**src/rtl/ntt_stage_scheduler_if.sv**
```systemverilog
// Control/BRAM/butterfly bundle between the NTT stage scheduler and its surroundings.
// master = scheduler side, slave = top-level control + BRAM/butterfly side.
interface ntt_stage_scheduler_if #(
  parameter int unsigned HLEN = 7
);
  localparam int unsigned StageW = $clog2(HLEN + 2);

  logic                start;
  logic                busy;
  logic                done;
  logic [StageW-1:0]   stage;
  logic                src_pair;
  logic                result_pair;
  logic [3:0]          bram_en;
  logic [3:0]          bram_we;
  logic [4*HLEN-1:0]   bram_addr_a;
  logic [4*HLEN-1:0]   bram_addr_b;
  logic                bf_valid;
  logic [HLEN-1:0]     tw_idx;
  logic                wr_sel;

  modport master (
    input  start,
    output busy, done, stage, src_pair, result_pair, bram_en, bram_we,
           bram_addr_a, bram_addr_b, bf_valid, tw_idx, wr_sel
  );

  modport slave (
    output start,
    input  busy, done, stage, src_pair, result_pair, bram_en, bram_we,
           bram_addr_a, bram_addr_b, bf_valid, tw_idx, wr_sel
  );
endinterface

```
**src/rtl/ntt_stage_scheduler.sv**
```systemverilog
// Stage sequencer for a constant-geometry NTT over four ping-ponged BRAM banks.
// Reads one bank pair per stage; the delayed butterfly results are written to the other pair.
module ntt_stage_scheduler #(
  parameter int unsigned HLEN   = 7,
  parameter int unsigned BF_LAT = 4
) (
  input logic                   clk,
  input logic                   reset,
  ntt_stage_scheduler_if.master bus
);
  localparam int unsigned DEPTH  = 1 << HLEN;
  localparam int unsigned StageW = $clog2(HLEN + 2);
  localparam int unsigned CntW   = $clog2(BF_LAT + 1);
  // The last stage writes the pair opposite to the one it reads.
  localparam bit ResultPair = ((HLEN + 1) % 2) != 0;

  typedef enum logic [2:0] {StIdle, StRun, StDrain, StNext, StDone} state_e;

  state_e                   state_q, state_d;
  logic [StageW-1:0]        stage_q, stage_d;
  logic [HLEN-1:0]          i_q, i_d;
  logic [CntW-1:0]          cnt_q, cnt_d;
  logic [BF_LAT:0]          sr_v_q, sr_v_d;
  logic [BF_LAT:0][HLEN-1:0] sr_i_q, sr_i_d;

  logic                     rd_issue;
  logic                     done;
  logic                     src;
  logic [HLEN-1:0]          wr_i;
  logic [1:0]               wr_bank, rd_lo, rd_hi;
  logic [3:0]               en, we;
  logic [3:0][HLEN-1:0]     addr_a, addr_b;
  logic                     wr_sel;

  assign rd_issue = (state_q == StRun);

  always_comb begin
    state_d = state_q;
    stage_d = stage_q;
    i_d     = i_q;
    cnt_d   = cnt_q;
    done    = 1'b0;
    unique case (state_q)
      StIdle: begin
        if (bus.start) begin
          state_d = StRun;
          stage_d = '0;
          i_d     = '0;
        end
      end
      StRun: begin
        i_d = i_q + 1'b1;
        if (i_q == HLEN'(DEPTH - 1)) begin
          state_d = StDrain;
          cnt_d   = '0;
        end
      end
      StDrain: begin
        cnt_d = cnt_q + 1'b1;
        if (cnt_q == CntW'(BF_LAT)) begin
          state_d = StNext;
        end
      end
      StNext: begin
        if (stage_q == StageW'(HLEN)) begin
          state_d = StDone;
        end else begin
          stage_d = stage_q + 1'b1;
          i_d     = '0;
          state_d = StRun;
        end
      end
      StDone: begin
        done    = 1'b1;
        state_d = StIdle;
      end
      default: state_d = StIdle;
    endcase
  end

  // Butterfly tracking pipe: entry 0 lines up with bf_valid, the last entry with the write.
  always_comb begin
    sr_v_d = {sr_v_q[BF_LAT-1:0], rd_issue};
    sr_i_d = {sr_i_q[BF_LAT-1:0], i_q};
  end

  always_ff @(posedge clk) begin
    if (reset) begin
      state_q <= StIdle;
      stage_q <= '0;
      i_q     <= '0;
      cnt_q   <= '0;
      sr_v_q  <= '0;
      sr_i_q  <= '0;
    end else begin
      state_q <= state_d;
      stage_q <= stage_d;
      i_q     <= i_d;
      cnt_q   <= cnt_d;
      sr_v_q  <= sr_v_d;
      sr_i_q  <= sr_i_d;
    end
  end

  always_comb begin
    src     = stage_q[0];
    wr_i    = sr_i_q[BF_LAT];
    rd_lo   = {src, 1'b0};
    rd_hi   = {src, 1'b1};
    wr_bank = {~src, wr_i[HLEN-1]};
    en      = '0;
    we      = '0;
    addr_a  = '0;
    addr_b  = '0;
    wr_sel  = 1'b0;
    if (rd_issue) begin
      en[rd_lo]     = 1'b1;
      en[rd_hi]     = 1'b1;
      addr_a[rd_lo] = i_q;
      addr_a[rd_hi] = i_q;
    end
    // Butterfly i produces y[2i], y[2i+1]: same bank, adjacent addresses.
    if (sr_v_q[BF_LAT]) begin
      en[wr_bank]     = 1'b1;
      we[wr_bank]     = 1'b1;
      addr_a[wr_bank] = {wr_i[HLEN-2:0], 1'b0};
      addr_b[wr_bank] = {wr_i[HLEN-2:0], 1'b1};
      wr_sel          = wr_i[HLEN-1];
    end
  end

  assign bus.busy        = (state_q != StIdle);
  assign bus.done        = done;
  assign bus.stage       = stage_q;
  assign bus.src_pair    = src;
  assign bus.result_pair = ResultPair;
  assign bus.bram_en     = en;
  assign bus.bram_we     = we;
  assign bus.bram_addr_a = addr_a;
  assign bus.bram_addr_b = addr_b;
  assign bus.bf_valid    = sr_v_q[0];
  assign bus.tw_idx      = sr_v_q[0] ? ((sr_i_q[0] >> stage_q) << stage_q) : '0;
  assign bus.wr_sel      = wr_sel;
endmodule

```
**src/flat_wrapper.sv**
```systemverilog
// flat-port wrapper written by rule: the top's interface ports become plain ports
module ntt_stage_scheduler_flat 
#(
  parameter int unsigned HLEN   = 7,
  parameter int unsigned BF_LAT = 4
)
  (clk, reset, bus_start, bus_busy, bus_done, bus_stage, bus_src_pair, bus_result_pair, bus_bram_en, bus_bram_we, bus_bram_addr_a, bus_bram_addr_b, bus_bf_valid, bus_tw_idx, bus_wr_sel);
  ntt_stage_scheduler_if #(.HLEN(HLEN)) bus_i ();
  input logic clk;
  input logic reset;
  input wire logic [$bits(bus_i.start)-1:0] bus_start;
  output wire logic [$bits(bus_i.busy)-1:0] bus_busy;
  output wire logic [$bits(bus_i.done)-1:0] bus_done;
  output wire logic [$bits(bus_i.stage)-1:0] bus_stage;
  output wire logic [$bits(bus_i.src_pair)-1:0] bus_src_pair;
  output wire logic [$bits(bus_i.result_pair)-1:0] bus_result_pair;
  output wire logic [$bits(bus_i.bram_en)-1:0] bus_bram_en;
  output wire logic [$bits(bus_i.bram_we)-1:0] bus_bram_we;
  output wire logic [$bits(bus_i.bram_addr_a)-1:0] bus_bram_addr_a;
  output wire logic [$bits(bus_i.bram_addr_b)-1:0] bus_bram_addr_b;
  output wire logic [$bits(bus_i.bf_valid)-1:0] bus_bf_valid;
  output wire logic [$bits(bus_i.tw_idx)-1:0] bus_tw_idx;
  output wire logic [$bits(bus_i.wr_sel)-1:0] bus_wr_sel;
  assign bus_i.start = bus_start;
  assign bus_busy = bus_i.busy;
  assign bus_done = bus_i.done;
  assign bus_stage = bus_i.stage;
  assign bus_src_pair = bus_i.src_pair;
  assign bus_result_pair = bus_i.result_pair;
  assign bus_bram_en = bus_i.bram_en;
  assign bus_bram_we = bus_i.bram_we;
  assign bus_bram_addr_a = bus_i.bram_addr_a;
  assign bus_bram_addr_b = bus_i.bram_addr_b;
  assign bus_bf_valid = bus_i.bf_valid;
  assign bus_tw_idx = bus_i.tw_idx;
  assign bus_wr_sel = bus_i.wr_sel;
  ntt_stage_scheduler #(.HLEN(HLEN), .BF_LAT(BF_LAT)) u_core (.clk(clk), .reset(reset), .bus(bus_i));
endmodule
```
**config.mk**
```make
export PLATFORM = sky130hd
export DESIGN_NAME = ntt_stage_scheduler_flat
export DESIGN_NICKNAME = d
export VERILOG_FILES = /design/src/rtl/ntt_stage_scheduler_if.sv /design/src/rtl/ntt_stage_scheduler.sv /design/src/flat_wrapper.sv
export SDC_FILE = /design/constraint.sdc
export NUM_CORES = 1
export LEC_CHECK = 0
export BUFFER_PORTS_ARGS = -buffer_cell sky130_fd_sc_hd__clkbuf_2
export CAP_MARGIN = 25
export CORE_ASPECT_RATIO = 1.5
export CORE_MARGIN = 4
export CORE_UTILIZATION = 35
export CTS_CLUSTER_SIZE = 30
export DETAILED_ROUTE_END_ITERATION = 16
export PLACE_DENSITY = 0.68
export SLEW_MARGIN = 25
export SYNTH_ARGS = -nofsm -noshare
export SYNTH_HDL_FRONTEND = slang
export SYNTH_SLANG_ARGS = --single-unit
export TNS_END_PERCENT = 100
```
**constraint.sdc**
```tcl
create_clock -name clk -period 4.1 [get_ports clk]
set_input_delay 0.82 -clock clk [delete_from_list [all_inputs] [get_ports clk]]
set_output_delay 0.82 -clock clk [all_outputs]
set_load 0.02 [all_outputs]
```
==> results.toml <==
[status]
status = "complete, no violations"

[critical_path]
cp-end-kind = "output pin"
critical_path_class = "reg -> out"
critPathMaxFanout = 16
worst_ep_arrival_time_ns = 2.41
cp_data_required_time_ns = 3.28
timing.critical_path.from = "u_core.state_q[0]"
start_kind = "flop"
reg2reg_from = "u_core.bus.stage[0]"

[floorplan]
die_x_um = 78.2
ios = 84
core_area_sq_um = 7230
num_rows = 38
die_y_um = 113
start_util_pct = 35.8
die_area_sq_um = 8850

[power_and_ir_drop]
p_int_uw = 874
pwr-share-comb_pct = 4.9
sequentialPowerShare_pct = 49.3
p_switching_uw = 276
ir_worst_vdd_mv = 0.154
power.leakage_uw = 0.00164
swShare_pct = 24.0
p_clk_share_pct = 45.8
powerDensity_nw_per_um2 = 363

[drt]
ant_nets = 0
drtIter0Drc = 107
wl_per_cell_um = 14.0
via_per_inst = 4.75
drt_wl_total_um = 6360
drc = 0
route.vias.total = 2168
dr.pass1.iters = 4

[clock_tree]
clk_pin_slew_ns = 0.07
cts_resized = 0
clockRootBuffer = "clkbuf_8"
cts_buffers = 9
htreeDepth = 3
cts_sinks = 57
cts_setup_buffers = 0
max-clock-path-buffers = 2
clk-insertion-delay-late_ns = 0.33
cts_tree = "done"
postCtsHoldBufs = 0

[sta]
tns_ns = 0
worst_slack_ns = 0.874
relSlewSlack_pct = 39.6
rsz0062_at_grt = "no"
hold_ws_ns = 0.432
fin_crit_sh_pct = 78.7
period_needed_ns = 3.23
final_max_slew_viol_count = 0
fin_worst_skew_ns = 0.00494
finalHoldViolations = 0
tightest_slew_ns = 0.906
max_freq_ghz = 0.310
setup_violations = 0

[cells_and_area]
syn2layout_area_growth_pct = 22.5
final_cell_area_sq_um = 3170
nets = 358
final_cell_count_no_fill = 456
mostFrequentLayoutCells = "81 x clkbuf_2, 57 x dfxtp_1, 42 x nor2b_1"
drive_gt1_share_pct = 30.1
final_common_cell = "clkbuf_2"
antenna_cells = 0

[synthesis]
synth_top_cell_by_area = "dfxtp_1"
synthArstFlopShare_pct = 0
ys_seq_area_share_pct = 44.1
synth_area_leaders = "dfxtp_1 44%, nor2b_1 10%, and2_1 7.3%, a21o_1 7.0%, buf_4 3.2%"
yosysWarningCount = 0
syn-instance-count = 285
synth_flop_cell = "dfxtp_1"
synth_edf_count = 0
syn_avg_cell_area_sq_um = 9.07
yosys_register_bits = 57
synth_cell_types = 46
synth_top_cell_area_share_pct = 44.1
synth_area_sq_um = 2580
syn_nets = 292

[placement]
place_ws_ns = 1.21
dp_cells = 440
io_buffers = 82
place.gp.congestion = 0.756
dp.final_hpwl_um = 4740
dpl_cell_area_sq_um = 2960

[grt]
antenna_found_initial = 0
grt_max_degree = 54
gr-total-overflow = 0
groute.usage.overall_pct = 14.9
grt_pass1_wl_um = 10200
grt_pass1_vias = 2084

[run]
maxCapViolCount = 0

[hold_path]
hp-class = "reg -> reg"
worst_hold_startpoint = "u_core.sr_i_d[16]"
## sequential cells by signal (all words and copies together) (netlist names)
signal / count
u_core.i_q: 7
u_core.cnt_q: 3
u_core.sr_i_d: 28
u_core.sr_v_q: 5
u_core.wr_i: 7
u_core.state_q: 3
u_core.bus.stage: 4
## metal layers
layer	vias to the layer above	routed length [um]	track usage, %
met5	-	0	0
met4	0	285	9.80
met3	18	575	5.10
met1	974	2580	15.7
met2	98	2920	25.1
li1	1078	-	-
## Yosys cell counts, types with 4 or more instances
cell      instances
clkbuf_1         11
nand3b_1          4
and3_1            8
or2_2             5
and2_1           30
or3_1             6
buf_4            11
nand3_1           9
a21oi_1           9
o21ai_0           4
nand2_1           8
a21o_1           24
ha_1              4
nor2b_1          42
dfxtp_1          57
nor2_1           12
nor3b_1           4
## critical path: stages, from the launching register on
cell	delay, ns
dfxtp_1	0.49
or3b_2	0.55
nor2_1	0.65
and2_1	0.23
clkbuf_2	0.17
## area by class of cell
type / instances / area, sq um
sequential: 57 / 1140
clock inverter: 6 / 66.3
tap: 100 / 125
multi-input combinational: 199 / 1280
timing repair buffer: 82 / 410
fill: 744 / 4060
inverter: 2 / 7.51
clock buffer: 10 / 138
## through the flow
stage	total power, uW	util, %
2_1_floorplan	624	-
3_3_place_gp	635	41.0
3_5_place_dp	637	41.0
4_1_cts	1170	43.8
5_1_grt	1200	43.8
6_report	1150	43.8
## power groups by stage
stage | logic, uW | clock network (uW) | registers, uW
after floorplan | 48.2 | 0 | 575
after global placement | 55.7 | 0 | 580
after detailed placement | 56.3 | 0 | 580
after CTS | 56.6 | 543 | 568
after global routing | 62.2 | 569 | 568
final | 56.0 | 527 | 567
## logic make-up after synthesis
group                    Yosys count  synth area share (%)
flip-flops                        57                  44.1
AND/OR/NAND/NOR                  147                  34.8
XOR/XNOR                           3                  1.02
adder cells (fa/ha/maj)            4                  1.94
other                              1                 0.145
buffers and inverters             29                  6.44
AO/OA/AOI/OAI                     44                  11.6
## path summary, 6_finish.rpt
| check | end | slack [ns] | depth (start not counted) |
|---|---|---|---|
| worst max-delay path | bus_bram_addr_a[0] | 0.87 | 4 |
| worst max register to register | u_core.i_q[5] | 1.71 | 5 |
| worst min register to register | u_core.sr_i_d[23] | 0.43 | 1 |
| worst min-delay path | u_core.sr_i_d[23] | 0.43 | 1 |
Power figures use the tool's default switching activity.
